--- src/rtl/matrix_pkg.sv ---
// Shared constants, reader state encoding and element addressing for the matrix stream reader.
package matrix_pkg;
  localparam int unsigned DATA_WIDTH          = 8;
  localparam int unsigned MAX_SIZE            = 5;
  localparam int unsigned MEM_DEPTH           = MAX_SIZE * MAX_SIZE;
  localparam int unsigned MAX_MATRIX_PER_SIZE = 4;
  localparam int unsigned SEL_IDX_W           = 2;
  localparam int unsigned DIM_W               = 3;
  localparam int unsigned ADDR_W              = 5;

  typedef enum logic [1:0] {StIdle, StLookup, StStream, StFinish} reader_state_e;

  // Row-major packed address; max 4*5+4 = 24 fits in 5 bits.
  function automatic logic [ADDR_W-1:0] elem_addr(input logic [DIM_W-1:0] r,
                                                  input logic [DIM_W-1:0] c,
                                                  input logic [DIM_W-1:0] cols);
    return ADDR_W'(r) * ADDR_W'(cols) + ADDR_W'(c);
  endfunction
endpackage

--- src/rtl/matrix_stream_reader_if.sv ---
// Command, storage-query and element-stream signals of the matrix stream reader.
// cmd_transpose exists only when MATRIX_READER_TRANSPOSE_EN is defined.
interface matrix_stream_reader_if;
  import matrix_pkg::*;

  logic                            cmd_valid;
  logic                            cmd_ready;
  logic [DIM_W-1:0]                cmd_row;
  logic [DIM_W-1:0]                cmd_col;
  logic [SEL_IDX_W-1:0]            cmd_idx;
`ifdef MATRIX_READER_TRANSPOSE_EN
  logic                            cmd_transpose;
`endif
  logic [DIM_W-1:0]                req_scale_row;
  logic [DIM_W-1:0]                req_scale_col;
  logic [SEL_IDX_W-1:0]            req_idx;
  logic                            st_matrix_valid;
  logic [DIM_W-1:0]                st_matrix_row;
  logic [DIM_W-1:0]                st_matrix_col;
  logic [MEM_DEPTH*DATA_WIDTH-1:0] st_matrix_data;
  logic                            out_valid;
  logic                            out_ready;
  logic [DATA_WIDTH-1:0]           out_data;
  logic [DIM_W-1:0]                out_r;
  logic [DIM_W-1:0]                out_c;
  logic                            out_eol;
  logic                            out_last;
  logic                            done;
  logic                            err;

  // Reader side.
  modport master (
    input  cmd_valid, cmd_row, cmd_col, cmd_idx,
`ifdef MATRIX_READER_TRANSPOSE_EN
    input  cmd_transpose,
`endif
    input  st_matrix_valid, st_matrix_row, st_matrix_col, st_matrix_data, out_ready,
    output cmd_ready, req_scale_row, req_scale_col, req_idx,
    output out_valid, out_data, out_r, out_c, out_eol, out_last, done, err
  );

  // Host / storage / consumer side.
  modport slave (
    output cmd_valid, cmd_row, cmd_col, cmd_idx,
`ifdef MATRIX_READER_TRANSPOSE_EN
    output cmd_transpose,
`endif
    output st_matrix_valid, st_matrix_row, st_matrix_col, st_matrix_data, out_ready,
    input  cmd_ready, req_scale_row, req_scale_col, req_idx,
    input  out_valid, out_data, out_r, out_c, out_eol, out_last, done, err
  );
endinterface

--- src/rtl/matrix_stream_reader_cursor.sv ---
// Element cursor: r/c counters with wrap, row-major or column-major order, eol/last flags
// and the packed buffer address of the current element.
module matrix_elem_cursor
  import matrix_pkg::*;
(
  input  logic              clk,
  input  logic              rst,
  input  logic              clear_i,
  input  logic              advance_i,
  input  logic              transpose_i,
  input  logic [DIM_W-1:0]  rows_i,
  input  logic [DIM_W-1:0]  cols_i,
  output logic [DIM_W-1:0]  out_r_o,
  output logic [DIM_W-1:0]  out_c_o,
  output logic [ADDR_W-1:0] addr_o,
  output logic              eol_o,
  output logic              last_o
);
  logic [DIM_W-1:0] r_q, r_d, c_q, c_d;
  logic             row_end, col_end;

  assign row_end = (r_q == rows_i - 3'd1);
  assign col_end = (c_q == cols_i - 3'd1);

  always_comb begin
    r_d = r_q;
    c_d = c_q;
    if (clear_i) begin
      r_d = '0;
      c_d = '0;
    end else if (advance_i) begin
      if (transpose_i) begin
        if (row_end) begin
          r_d = '0;
          c_d = c_q + 3'd1;
        end else begin
          r_d = r_q + 3'd1;
        end
      end else begin
        if (col_end) begin
          c_d = '0;
          r_d = r_q + 3'd1;
        end else begin
          c_d = c_q + 3'd1;
        end
      end
    end
  end

  always_ff @(posedge clk) begin
    if (rst) begin
      r_q <= '0;
      c_q <= '0;
    end else begin
      r_q <= r_d;
      c_q <= c_d;
    end
  end

  // Transposed order reports indices of the transposed matrix.
  assign out_r_o = transpose_i ? c_q : r_q;
  assign out_c_o = transpose_i ? r_q : c_q;
  assign addr_o  = elem_addr(r_q, c_q, cols_i);
  assign eol_o   = transpose_i ? row_end : col_end;
  assign last_o  = row_end && col_end;
endmodule

--- src/rtl/matrix_stream_reader.sv ---
// Snapshots one matrix from storage and streams its elements over valid/ready.
// Define MATRIX_READER_TRANSPOSE_EN to add column-major streaming via cmd_transpose.
module matrix_stream_reader
  import matrix_pkg::*;
(
  input  logic                   clk,
  input  logic                   rst,
  matrix_stream_reader_if.master bus
);
  reader_state_e         state_q, state_d;
  logic [DIM_W-1:0]      req_row_q, req_col_q, rows_q, cols_q;
  logic [SEL_IDX_W-1:0]  req_idx_q;
  logic [DATA_WIDTH-1:0] buf_q [MEM_DEPTH];
  logic                  err_q, err_d;
  logic                  cmd_fire, cmd_ok, hit, load, advance, streaming, transpose;
  logic [DIM_W-1:0]      cur_r, cur_c;
  logic [ADDR_W-1:0]     cur_addr;
  logic                  cur_eol, cur_last;

  assign streaming = (state_q == StStream);
  assign cmd_fire  = bus.cmd_valid && (state_q == StIdle);
  assign cmd_ok    = (bus.cmd_row != '0) && (32'(bus.cmd_row) <= MAX_SIZE) &&
                     (bus.cmd_col != '0) && (32'(bus.cmd_col) <= MAX_SIZE) &&
                     (32'(bus.cmd_idx) < MAX_MATRIX_PER_SIZE);
  assign hit       = bus.st_matrix_valid && (bus.st_matrix_row == req_row_q) &&
                     (bus.st_matrix_col == req_col_q);
  assign load      = (state_q == StLookup) && hit;
  assign advance   = streaming && bus.out_ready;

`ifdef MATRIX_READER_TRANSPOSE_EN
  logic transpose_q;
  always_ff @(posedge clk) begin
    if (rst) begin
      transpose_q <= 1'b0;
    end else if (cmd_fire && cmd_ok) begin
      transpose_q <= bus.cmd_transpose;
    end
  end
  assign transpose = transpose_q;
`else
  assign transpose = 1'b0;
`endif

  always_comb begin
    state_d = state_q;
    err_d   = 1'b0;
    unique case (state_q)
      StIdle: begin
        if (cmd_fire) begin
          if (cmd_ok) state_d = StLookup;
          else        err_d   = 1'b1;
        end
      end
      StLookup: begin
        if (hit) begin
          state_d = StStream;
        end else begin
          state_d = StIdle;
          err_d   = 1'b1;
        end
      end
      StStream: if (bus.out_ready && cur_last) state_d = StFinish;
      StFinish: state_d = StIdle;
      default:  state_d = StIdle;
    endcase
  end

  always_ff @(posedge clk) begin
    if (rst) begin
      state_q   <= StIdle;
      err_q     <= 1'b0;
      req_row_q <= 3'd1;
      req_col_q <= 3'd1;
      req_idx_q <= '0;
      rows_q    <= 3'd1;
      cols_q    <= 3'd1;
    end else begin
      state_q <= state_d;
      err_q   <= err_d;
      if (cmd_fire && cmd_ok) begin
        req_row_q <= bus.cmd_row;
        req_col_q <= bus.cmd_col;
        req_idx_q <= bus.cmd_idx;
      end
      if (load) begin
        rows_q <= bus.st_matrix_row;
        cols_q <= bus.st_matrix_col;
      end
    end
  end

  // Snapshot decouples the stream from later storage writes.
  always_ff @(posedge clk) begin
    if (load) begin
      for (int k = 0; k < int'(MEM_DEPTH); k++) begin
        buf_q[k] <= bus.st_matrix_data[k*DATA_WIDTH +: DATA_WIDTH];
      end
    end
  end

  matrix_elem_cursor u_cursor (
    .clk         (clk),
    .rst         (rst),
    .clear_i     (load),
    .advance_i   (advance),
    .transpose_i (transpose),
    .rows_i      (rows_q),
    .cols_i      (cols_q),
    .out_r_o     (cur_r),
    .out_c_o     (cur_c),
    .addr_o      (cur_addr),
    .eol_o       (cur_eol),
    .last_o      (cur_last)
  );

  assign bus.cmd_ready     = (state_q == StIdle);
  assign bus.req_scale_row = req_row_q;
  assign bus.req_scale_col = req_col_q;
  assign bus.req_idx       = req_idx_q;
  assign bus.out_valid     = streaming;
  assign bus.out_data      = streaming ? buf_q[cur_addr] : '0;
  assign bus.out_r         = streaming ? cur_r : '0;
  assign bus.out_c         = streaming ? cur_c : '0;
  assign bus.out_eol       = streaming && cur_eol;
  assign bus.out_last      = streaming && cur_last;
  assign bus.done          = (state_q == StFinish);
  assign bus.err           = err_q;
endmodule

--- src/flat_wrapper.sv ---
// flat-port wrapper written by rule: the top's interface ports become plain ports
module matrix_stream_reader_flat import matrix_pkg::*;
  (clk, rst, bus_cmd_valid, bus_cmd_row, bus_cmd_col, bus_cmd_idx, bus_st_matrix_valid, bus_st_matrix_row, bus_st_matrix_col, bus_st_matrix_data, bus_out_ready, bus_cmd_ready, bus_req_scale_row, bus_req_scale_col, bus_req_idx, bus_out_valid, bus_out_data, bus_out_r, bus_out_c, bus_out_eol, bus_out_last, bus_done, bus_err);
  matrix_stream_reader_if bus_i ();
  input  logic clk;
  input  logic rst;
  input wire logic [$bits(bus_i.cmd_valid)-1:0] bus_cmd_valid;
  input wire logic [$bits(bus_i.cmd_row)-1:0] bus_cmd_row;
  input wire logic [$bits(bus_i.cmd_col)-1:0] bus_cmd_col;
  input wire logic [$bits(bus_i.cmd_idx)-1:0] bus_cmd_idx;
  input wire logic [$bits(bus_i.st_matrix_valid)-1:0] bus_st_matrix_valid;
  input wire logic [$bits(bus_i.st_matrix_row)-1:0] bus_st_matrix_row;
  input wire logic [$bits(bus_i.st_matrix_col)-1:0] bus_st_matrix_col;
  input wire logic [$bits(bus_i.st_matrix_data)-1:0] bus_st_matrix_data;
  input wire logic [$bits(bus_i.out_ready)-1:0] bus_out_ready;
  output wire logic [$bits(bus_i.cmd_ready)-1:0] bus_cmd_ready;
  output wire logic [$bits(bus_i.req_scale_row)-1:0] bus_req_scale_row;
  output wire logic [$bits(bus_i.req_scale_col)-1:0] bus_req_scale_col;
  output wire logic [$bits(bus_i.req_idx)-1:0] bus_req_idx;
  output wire logic [$bits(bus_i.out_valid)-1:0] bus_out_valid;
  output wire logic [$bits(bus_i.out_data)-1:0] bus_out_data;
  output wire logic [$bits(bus_i.out_r)-1:0] bus_out_r;
  output wire logic [$bits(bus_i.out_c)-1:0] bus_out_c;
  output wire logic [$bits(bus_i.out_eol)-1:0] bus_out_eol;
  output wire logic [$bits(bus_i.out_last)-1:0] bus_out_last;
  output wire logic [$bits(bus_i.done)-1:0] bus_done;
  output wire logic [$bits(bus_i.err)-1:0] bus_err;
  assign bus_i.cmd_valid = bus_cmd_valid;
  assign bus_i.cmd_row = bus_cmd_row;
  assign bus_i.cmd_col = bus_cmd_col;
  assign bus_i.cmd_idx = bus_cmd_idx;
  assign bus_i.st_matrix_valid = bus_st_matrix_valid;
  assign bus_i.st_matrix_row = bus_st_matrix_row;
  assign bus_i.st_matrix_col = bus_st_matrix_col;
  assign bus_i.st_matrix_data = bus_st_matrix_data;
  assign bus_i.out_ready = bus_out_ready;
  assign bus_cmd_ready = bus_i.cmd_ready;
  assign bus_req_scale_row = bus_i.req_scale_row;
  assign bus_req_scale_col = bus_i.req_scale_col;
  assign bus_req_idx = bus_i.req_idx;
  assign bus_out_valid = bus_i.out_valid;
  assign bus_out_data = bus_i.out_data;
  assign bus_out_r = bus_i.out_r;
  assign bus_out_c = bus_i.out_c;
  assign bus_out_eol = bus_i.out_eol;
  assign bus_out_last = bus_i.out_last;
  assign bus_done = bus_i.done;
  assign bus_err = bus_i.err;
  matrix_stream_reader u_core (.clk(clk), .rst(rst), .bus(bus_i));
endmodule
--- config.mk ---
export PLATFORM = sky130hd
export DESIGN_NAME = matrix_stream_reader_flat
export DESIGN_NICKNAME = d
export VERILOG_FILES = /design/src/rtl/matrix_pkg.sv /design/src/rtl/matrix_stream_reader_if.sv /design/src/rtl/matrix_stream_reader_cursor.sv /design/src/rtl/matrix_stream_reader.sv /design/src/flat_wrapper.sv
export SDC_FILE = /design/constraint.sdc
export NUM_CORES = 1
export LEC_CHECK = 0
export BUFFER_PORTS_ARGS = -buffer_cell sky130_fd_sc_hd__buf_4
export CORE_ASPECT_RATIO = 0.8
export CORE_UTILIZATION = 48
export DETAILED_ROUTE_END_ITERATION = 16
export GPL_TIMING_DRIVEN = 0
export HOLD_SLACK_MARGIN = 0.03
export PLACE_DENSITY = 0.84
export SLEW_MARGIN = 30
export SYNTH_ARGS = -nofsm -noshare
export SYNTH_HDL_FRONTEND = slang
export SYNTH_SLANG_ARGS = --single-unit
--- constraint.sdc ---
create_clock -name clk -period 6.2 [get_ports clk]
set_input_delay 0.62 -clock clk [delete_from_list [all_inputs] [get_ports clk]]
set_output_delay 0.62 -clock clk [all_outputs]
set_load 0.02 [all_outputs]
==> impl_metrics.py, run 1 <==
metrics = {
    "routing": {
        "drt_iter0_markers": 476,
        "vias": 5969,
        "antenna_left": 0,
        "drt-pass1-iter-count": 5,
        "avgViaCountPerCell": 5.45,
        "wl_per_cell_um": 20.5,
        "wirelength_um": 22400,
        "drc_errors": 0,
    },
    "clock_tree": {
        "cts_made_buffers": 22,
        "cts_tree": "built",
        "h-tree-depth": 1,
        "clockRootBuffer": "clkbuf_16",
        "cts.path.max_buffers": 3,
        "clock_latency_ns": 0.50,
        "post_cts_buffers": 0,
        "ctsResizeCount": 0,
        "hold_buffers": 0,
        "cts_sinks": 223,
        "path_clk_slew_ns": 0.06,
    },
    "die": {
        "core.rowCount": 45,
        "die_w_um": 158,
        "io_pins": 247,
        "start_util_pct": 49.1,
        "dieArea_um2": 20000,
        "die_h_um": 127,
        "coreArea_um2": 19000,
    },
    "pwr": {
        "p_seq_share_pct": 51.4,
        "switching_share_pct": 19.0,
        "power_frac_comb_pct": 4.8,
        "p_int_uw": 2590,
        "pwr-share-clk_pct": 43.7,
        "peakVddDrop_mv": 0.227,
        "power.density_nw_per_um2": 256,
        "switchingPower_uw": 609,
        "p_leak_uw": 0.00459,
    },
    "synthesis": {
        "synth-async-reset-ratio_pct": 0,
        "postSynthCellCount": 536,
        "syn_area_um2": 9340,
        "synthFlopType": "edfxtp_1",
        "synth-edff-count": 200,
        "ys_types": 54,
        "avgSynthCellArea_um2": 17.4,
        "yosys_warnings": 0,
        "synth_seq_cells": 223,
        "seq_area_frac_synth_pct": 69.2,
        "synth_nets": 770,
    },
    "placement": {
        "hpwl_um": 17200,
        "dpl.cell_count": 1055,
        "io_buffers": 245,
        "gp_congestion": 0.876,
    },
    "cells_and_area": {
        "fin_cells": 1095,
        "nets": 1055,
        "layout_commonest_cell": "buf_4",
        "syn_to_final_growth_pct": 34.0,
        "final_cell_mix": "buf_4 (246), edfxtp_1 (200), mux2i_1 (34), mux4_2 (27)",
        "antennaDiodeCount": 0,
        "final_util_pct": 65.7,
        "drive_above_1_share_pct": 41.6,
    },
    "sta": {
        "hold_viol_final": 0,
        "fin_crit_sh_pct": 82.6,
        "rsz0062_at_grt": "no",
        "max_freq_mhz": 195,
        "drv_slew": 0,
        "slew_headroom_pct": 43.2,
        "final.setup_skew_ns": 0.00640,
        "fin_crit_ns": 5.12,
        "finalSetupViolCount": 0,
        "worst_slew_pin_slew_ns": 0.829,
    },
    "global_route": {
        "grt_max_degree": 17,
        "grtUsageTotal_pct": 22.5,
        "grt_first_pass_wirelength_um": 33100,
        "grt.overflow.total": 0,
        "grt_pass1_vias": 6089,
        "antenna_found_initial": 0,
    },
    "worst_hold_path": {
        "hp-start": "bus_st_matrix_data[47]",
        "hp-class": "in -> reg",
    },
    "run_status": {
        "status": "finished, final reports clean",
    },
    "worst_setup_path": {
        "crit_type": "reg -> out",
        "cp-startpoint": "u_core.u_cursor.r_q[2]",
        "worstPathRequired_ns": 5.58,
        "r2r_start": "u_core.bus.req_scale_row[1]",
        "crit_path_max_fanout": 10,
        "cp-end-kind": "output pin",
        "worstSetupStartpointType": "register",
        "crit_arrival_ns": 4.50,
    },
    "job": {
        "drv_cap": 0,
    },
}
## worst max-delay path: stages (launching register included)
cell     delay (ns)
dfxtp_1        0.45
nand2_1        0.12
fa_1           0.55
inv_1          0.05
fa_1           0.53
fa_1           0.41
buf_2          0.19
buf_2          0.25
nor2_1         0.46
a22oi_1        0.23
a32oi_1        0.42
a32oi_1        0.10
buf_4          0.23
## cell families after synthesis
group / Yosys count / synth area share [%]
adder cells (fa/ha/maj): 15 / 2.25
buffers and inverters: 37 / 2.33
AO/OA/AOI/OAI: 81 / 6.00
XOR/XNOR: 19 / 2.24
multiplexers: 67 / 11.7
flip-flops: 223 / 69.2
AND/OR/NAND/NOR: 94 / 6.24
## Yosys cell counts (all sizes together) (2+ instances only)
master  number  area (µm²)
xnor2       11         104
a21oi       12        60.1
ha          12         150
buf         20         144
o21ai        9        45.0
xnor3        2        45.0
nand2b       2        12.5
nor3b       16         120
nand3       16        85.1
o31ai        4        30.0
dfxtp       23         460
a31oi       15        93.8
fa           3        60.1
mux4        32         739
and2        14        87.6
and3         2        12.5
clkbuf       8        40.0
mux2i       34         340
and4         2        17.5
xor2         6        60.1
o211ai       2        15.0
edfxtp     200        6010
a22oi       17         128
or3          2        12.5
nand4       10        62.6
a211oi       3        22.5
inv          9        33.8
nand2       10        37.5
nor2b        3        18.8
nor3         5        41.3
nand3b       3        22.5
nor2         5        18.8
a32oi       16         140
## worst paths after layout
path	endpoint	slack, ns	depth (start not counted)
max reg2reg	u_core.buf_q[6][0]	2.97	11
min reg2reg	u_core.rows_q[1]	0.48	2
min	u_core.buf_q[5][7]	0.29	1
max	bus_out_data[3]	1.08	12
## routing by layer
metal	wire (µm)	vias up	track usage, %
met5	0	-	0
met4	616	0	6.62
met3	1820	40	6.76
met2	11000	259	37.5
met1	8920	2905	28.4
li1	-	2765	-
## power groups by stage
stage	logic (µW)	clock network (µW)	registers (µW)
after CTS	155	1420	1640
final	155	1400	1640
after floorplan	27.3	0	1680
after global placement	149	0	1680
after detailed placement	154	0	1680
after global routing	165	1480	1640
## through the flow
step	setup slack, ns	setup TNS [ns]	area (µm²)	total power (µW)	hold WS [ns]
CTS	1.06	0	12500	3220	0.273
global route	0.833	0	12500	3290	0.270
detailed placement	1.61	0	11800	1830	0.471
finish	1.08	0	12500	3200	0.294
global placement	-2.11	-435.43	11500	1830	0.463
floorplan	-0.274	-55.39	9380	1710	0.448
## layout make-up
| class | instances | area (µm²) |
|---|---|---|
| multi-input cells | 276 | 2700 |
| plain buffers | 28 | 184 |
| repair buffers | 261 | 2050 |
| well taps | 258 | 323 |
| flip-flops and latches | 223 | 6470 |
| inverters | 9 | 33.8 |
| clock buffers | 26 | 587 |
| clock inverters | 14 | 174 |
| fillers | 1338 | 6520 |
## registers in the layout, summed over array words and instances (netlist names), named ones only
register                  flops
u_core.buf_q                200
u_core.bus.req_scale_col      3
u_core.bus.req_scale_row      3
u_core.cols_q                 3
u_core.rows_q                 3
u_core.u_cursor.c_q           3
u_core.u_cursor.r_q           3
u_core.bus.req_idx            2
u_core.bus.err                1
u_core.state_q                1
No activity file was read; power rests on OpenSTA's default activity.
==> inputs of run 2 (changes only) <==
clock period = 4.7 ns   (was 6.2 ns; I/O delays follow)
==> run 2 against run 1 <==
Flip-flop and latch count unchanged. Final area increased by 0.19%. Die area unchanged. Clock skew increased by 0.014 ns. Clock-buffer cell count decreased by 1. Power increased by 32%. Wire length increased by 0.23%. Clock power increased by 32%. Critical endpoint is now bus_out_data[7]. Largest cell class unchanged.
==> impl_metrics.py, run 2 (synthesis gave the netlist of run 1 again) <==
metrics = {
    "worst_setup_path": {
        "crit_top_cell": "fa_1",
        "reg2reg_to": "u_core.buf_q[11][5]",
        "critPathBufInv": 4,
        "crit_chain": "nand2_1, fa_1, inv_1, fa_1, fa_1, buf_4, buf_8, mux4_2, nor3b_1, a31oi_1, a32oi_1, buf_4",
        "path_delay_family": "adder cells",
        "crit_type": "reg -> out",
        "cp-end-kind": "output pin",
        "slowest_delay_ns": 0.55,
        "worstPathRequired_ns": 4.23,
        "crit_path_max_fanout": 10,
        "r2r_cells": 9,
        "critPathSlowestCell": "fa_1",
        "ff2ff_setup_slack_ns": 1.95,
        "crit_arrival_ns": 4.07,
        "worstSetupStartpointType": "register",
        "r2r_start": "u_core.bus.req_scale_row[2]",
    },
    "cells_and_area": {
        "syn_to_final_growth_pct": 34.2,
        "nets": 1054,
        "final_cell_mix": "buf_4 (248), edfxtp_1 (200), mux2i_1 (34), mux4_2 (27), clkbuf_16 (22)",
        "drive_above_1_share_pct": 42.7,
        "fillers": 1315,
        "layout_commonest_cell": "buf_4",
        "largest_register_ffs": 200,
        "regMostFlops": "u_core.buf_q",
        "antennaDiodeCount": 0,
        "design_area_um2": 12500,
        "fin_cells": 1094,
    },
    "worst_hold_path": {
        "hold_end": "u_core.buf_q[3][1]",
        "worstHoldPathCells": 1,
        "hp-start": "bus_st_matrix_data[25]",
        "hp-class": "in -> reg",
    },
    "pwr": {
        "peakVddDrop_mv": 0.301,
        "power.density_nw_per_um2": 337,
        "p_leak_uw": 0.00459,
        "p_total_uw": 4220,
    },
    "global_route": {
        "grt_max_degree": 17,
        "busiest_layer": "met2",
        "grtUsageTotal_pct": 22.5,
        "grt_first_pass_wirelength_um": 33300,
        "grt_pass1_vias": 6100,
        "antenna_found_initial": 0,
        "grt_use_met2_pct": 37.5,
        "grt.overflow.total": 0,
        "use_met1_pct": 29.6,
        "grt.met3_usage_pct": 5.19,
    },
    "routing": {
        "antenna_left": 0,
        "drt-pass1-iter-count": 6,
        "wl_per_cell_um": 20.5,
        "drt_iter0_markers": 505,
        "drc_errors": 0,
        "wirelength_um": 22500,
        "vias": 6008,
        "avgViaCountPerCell": 5.49,
    },
    "die": {
        "io_pins": 247,
        "dieArea_um2": 20000,
        "core.rowCount": 45,
        "die_h_um": 127,
        "coreArea_um2": 19000,
        "start_util_pct": 49.1,
        "die_w_um": 158,
    },
    "placement": {
        "hpwl_um": 16800,
        "gp_congestion": 0.896,
        "dpl.cell_count": 1055,
        "placed_cell_area_um2": 11700,
        "io_buffers": 245,
    },
    "sta": {
        "drv_slew": 0,
        "setup_tns_ns": 0,
        "fin_crit_sh_pct": 96.7,
        "max_freq_mhz": 220,
        "fin_crit_ns": 4.54,
        "worst_slew_pin_slew_ns": 0.820,
        "slew_headroom_pct": 43.8,
        "rsz0062_at_grt": "no",
        "hold_slack_ns": 0.129,
        "final.setup_skew_ns": 0.0204,
        "finalSetupViolCount": 0,
        "hold_viol_final": 0,
    },
    "clock_tree": {
        "cts.path.max_buffers": 3,
        "clock_latency_ns": 0.51,
        "h-tree-depth": 1,
        "cts_tree": "built",
        "path_clk_slew_ns": 0.07,
        "cts_sinks": 223,
        "post_cts_buffers": 0,
        "clockRootBuffer": "clkbuf_16",
        "cts_made_buffers": 22,
    },
    "run_status": {
        "status": "finished, final reports clean",
    },
    "job": {
        "drv_cap": 0,
    },
}
[run 2: cell types whose count changed in the layout (fill, tap and decap cells not counted), moves of 2 or more]
cell	change
buf_1	-3
buf_2	-3
buf_4	+2
buf_6	+7
buf_8	-5
clkinv_1	+2
clkinv_2	-2
dfxtp_1	-7
dfxtp_2	+7
nor2_1	-2
[run 2: metrics by stage]
step / util, % / setup slack, ns
finish: 65.9 / 0.156
global route: 65.9 / 0.00529
CTS: 65.8 / 0.0198
detailed placement: 61.7 / 0.156
global placement: 60.7 / -3.44
floorplan: - / -1.62
[run 2: where the power goes]
group / switching (µW) / internal, µW
Clock: 715 / 1130
Sequential: 5.82 / 2160
Combinational: 67.1 / 137
[run 2: final cells by class]
cell class | count | area, µm² | area share, %
flip-flops and latches | 223 | 6470 | 51.7
well taps | 258 | 323 | 2.58
plain buffers | 27 | 204 | 1.63
clock inverters | 15 | 206 | 1.65
multi-input cells | 276 | 2710 | 21.6
repair buffers | 261 | 2020 | 16.1
inverters | 9 | 33.8 | 0.269
clock buffers | 25 | 562 | 4.48
[run 2: worst max-delay path by stage]
stage,slack [ns],endpoint,cells after the start,start
finish,0.16,bus_out_data[7],12,u_core.u_cursor.r_q[2]
floorplan,-1.62,u_core.buf_q[0][0],3,bus_st_matrix_row[2]
global placement,-3.44,u_core.buf_q[6][1],4,bus_st_matrix_row[2]
CTS,0.02,bus_out_data[7],12,u_core.cols_q[0]
detailed placement,0.16,bus_out_data[4],12,u_core.u_cursor.r_q[2]
global route,0.005,bus_out_data[3],10,u_core.u_cursor.r_q[2]
[run 2: worst reg2reg max path, cell delays in order, from the launching register on]
cell	delay, ns
dfxtp_2	0.39
xnor2_4	0.13
nand4_1	0.32
nor3_4	0.47
buf_8	0.22
buf_6	0.19
buf_6	0.17
buf_6	0.19
buf_6	0.18
buf_6	0.19
[run 2: layer usage]
layer  vias up  share of wire, %
met5         -                 0
met4         0               2.5
met3        45               8.3
met2       261                50
met1      2940                40
li1       2762                 -
[run 2: what timing repair did]
item                       CTS  global route
hold buffers                 0             0
gates resized for setup     10             7
hold endpoints to repair     0             0
gates cloned                 0             0
setup endpoints to repair    8             8
==> inputs of run 3 (changes only) <==
PLACE_DENSITY = 0.74   (was 0.84)
SKIP_LAST_GASP = 1   (was not set)
==> run 3 against run 2 <==
Sequential share of layout area increased by 0.11 points. Worst hold slack improved by 0.011 ns. Largest power group unchanged. Highest routed layer unchanged. Fmax fell by 0.25%. Flip-flop and latch count did not move. Power down 1.2%. Clock skew down 0.013 ns. Via count increased by 1.0%. Setup slack lost 0.011 ns. Clock-buffer cell count up 3. Combinational power is essentially flat. Largest cell class unchanged.
==> impl_metrics.py, run 3 (synthesis gave the netlist of run 1 again) <==
metrics = {
    "worst_setup_path": {
        "worstPathRequired_ns": 4.23,
        "crit_path_max_fanout": 8,
        "cp-end-kind": "output pin",
        "crit_arrival_ns": 4.09,
        "crit_type": "reg -> out",
        "crit_chain": "nand2_1, fa_1, inv_1, fa_1, fa_1, xor2_2, nor2_1, a32oi_1, a32oi_1, buf_4",
        "critPathSlowestCell": "nor2_1",
        "crit_top_cell": "fa_1",
        "slowest_delay_ns": 0.55,
        "worstSetupStartpointType": "register",
    },
    "clock_tree": {
        "cts_sinks": 223,
        "clockRootBuffer": "clkbuf_16",
        "hold_buffers": 0,
        "cts_tree": "built",
        "path_clk_slew_ns": 0.06,
        "ctsResizeCount": 11,
        "h-tree-depth": 1,
        "cts_made_buffers": 23,
        "post_cts_buffers": 0,
        "clock_latency_ns": 0.50,
        "cts.path.max_buffers": 3,
    },
    "pwr": {
        "p_seq_share_pct": 52.0,
        "p_leak_uw": 0.00458,
        "pwr-share-clk_pct": 43.1,
        "power_frac_comb_pct": 4.9,
        "switching_share_pct": 19.3,
        "switchingPower_uw": 805,
        "p_int_uw": 3370,
        "peakVddDrop_mv": 0.252,
        "p_total_uw": 4170,
        "power.density_nw_per_um2": 333,
    },
    "placement": {
        "placed_cell_area_um2": 11700,
        "io_buffers": 245,
        "gp_congestion": 0.888,
        "dpl.cell_count": 1053,
        "hpwl_um": 17700,
    },
    "sta": {
        "rsz0062_at_grt": "no",
        "fin_crit_sh_pct": 96.9,
        "slew_headroom_pct": 39.1,
        "hold_viol_final": 0,
        "max_freq_mhz": 220,
        "final.setup_skew_ns": 0.00762,
        "drv_slew": 0,
        "finalSetupViolCount": 0,
        "worst_slew_pin_slew_ns": 0.888,
        "setup_tns_ns": 0,
        "fin_crit_ns": 4.56,
    },
    "die": {
        "io_pins": 247,
        "coreArea_um2": 19000,
        "dieArea_um2": 20000,
        "die_h_um": 127,
        "start_util_pct": 49.1,
        "die_w_um": 158,
        "core.rowCount": 45,
    },
    "global_route": {
        "grt_first_pass_wirelength_um": 35600,
        "grt_max_degree": 18,
        "antenna_found_initial": 0,
        "grtUsageTotal_pct": 24.0,
        "grt.overflow.total": 0,
        "grt_pass1_vias": 6392,
    },
    "cells_and_area": {
        "design_area_um2": 12500,
        "largest_register_ffs": 200,
        "final_cell_mix": "buf_4 (248), edfxtp_1 (200), mux2i_1 (34), mux4_2 (27), clkbuf_16 (23)",
        "nets": 1053,
        "drive_above_1_share_pct": 42.9,
        "syn_to_final_growth_pct": 34.0,
        "final_util_pct": 65.8,
        "fin_cells": 1094,
        "regMostFlops": "u_core.buf_q",
        "layout_commonest_cell": "buf_4",
        "antennaDiodeCount": 0,
    },
    "run_status": {
        "status": "finished, final reports clean",
    },
    "routing": {
        "wirelength_um": 23500,
        "avgViaCountPerCell": 5.55,
        "drt-pass1-iter-count": 5,
        "vias": 6069,
        "wl_per_cell_um": 21.5,
        "antenna_left": 0,
        "drt_iter0_markers": 483,
        "drc_errors": 0,
    },
    "worst_hold_path": {
        "hp-class": "in -> reg",
    },
    "job": {
        "drv_cap": 0,
    },
}
[run 3: per-stage QoR]
stage	hold slack (ns)	setup WS (ns)
after floorplan	0.448	-1.62
after global placement	0.466	-3.20
after detailed placement	0.474	0.0889
after CTS	0.117	0.00990
after global routing	0.114	0.0138
final	0.140	0.144
[run 3: layout make-up]
cell class / count / area, µm²
repair buffers: 259 / 2020
inverters: 9 / 33.8
multi-input cells: 276 / 2720
well taps: 258 / 323
flip-flops and latches: 223 / 6480
clock inverters: 14 / 150
fillers: 1353 / 6520
clock buffers: 28 / 594
plain buffers: 27 / 204
[run 3: worst max-delay path: cells and delay by family, from the launching register on]
family,cells,cell delay [ns]
fa+ha+maj,3,1.49
simple gates,2,0.64
compound gates,2,0.57
flops,1,0.39
buf+inv,2,0.25
xor+xnor,1,0.24
[run 3: worst paths after layout]
| path | start | endpoint | slack (ns) | depth (start not counted) |
|---|---|---|---|---|
| worst max-delay path | u_core.u_cursor.r_q[2] | bus_out_data[5] | 0.14 | 10 |
| worst min register to register | u_core.rows_q[1] | u_core.rows_q[1] | 0.48 | 2 |
| worst min-delay path | bus_st_matrix_data[165] | u_core.buf_q[20][5] | 0.14 | 1 |
| worst max register to register | u_core.bus.req_scale_row[2] | u_core.buf_q[3][5] | 1.63 | 9 |
[run 3: power by group through the flow]
| stage | Clock [µW] | Combinational, µW | Sequential (µW) |
|---|---|---|---|
| global route | 1900 | 220 | 2170 |
| floorplan | 0 | 36.1 | 2220 |
| finish | 1800 | 206 | 2170 |
| detailed placement | 0 | 206 | 2210 |
| global placement | 0 | 196 | 2210 |
| CTS | 1830 | 207 | 2170 |
[run 3: metal layers]
layer  track usage (%)  routed length [µm]  up-vias
li1                  -                   -     2759
met1              30.0                9060     2989
met2              42.3               12100      273
met3              4.82                1740       48
met4              6.84                 611        0
met5                 0                   0        -
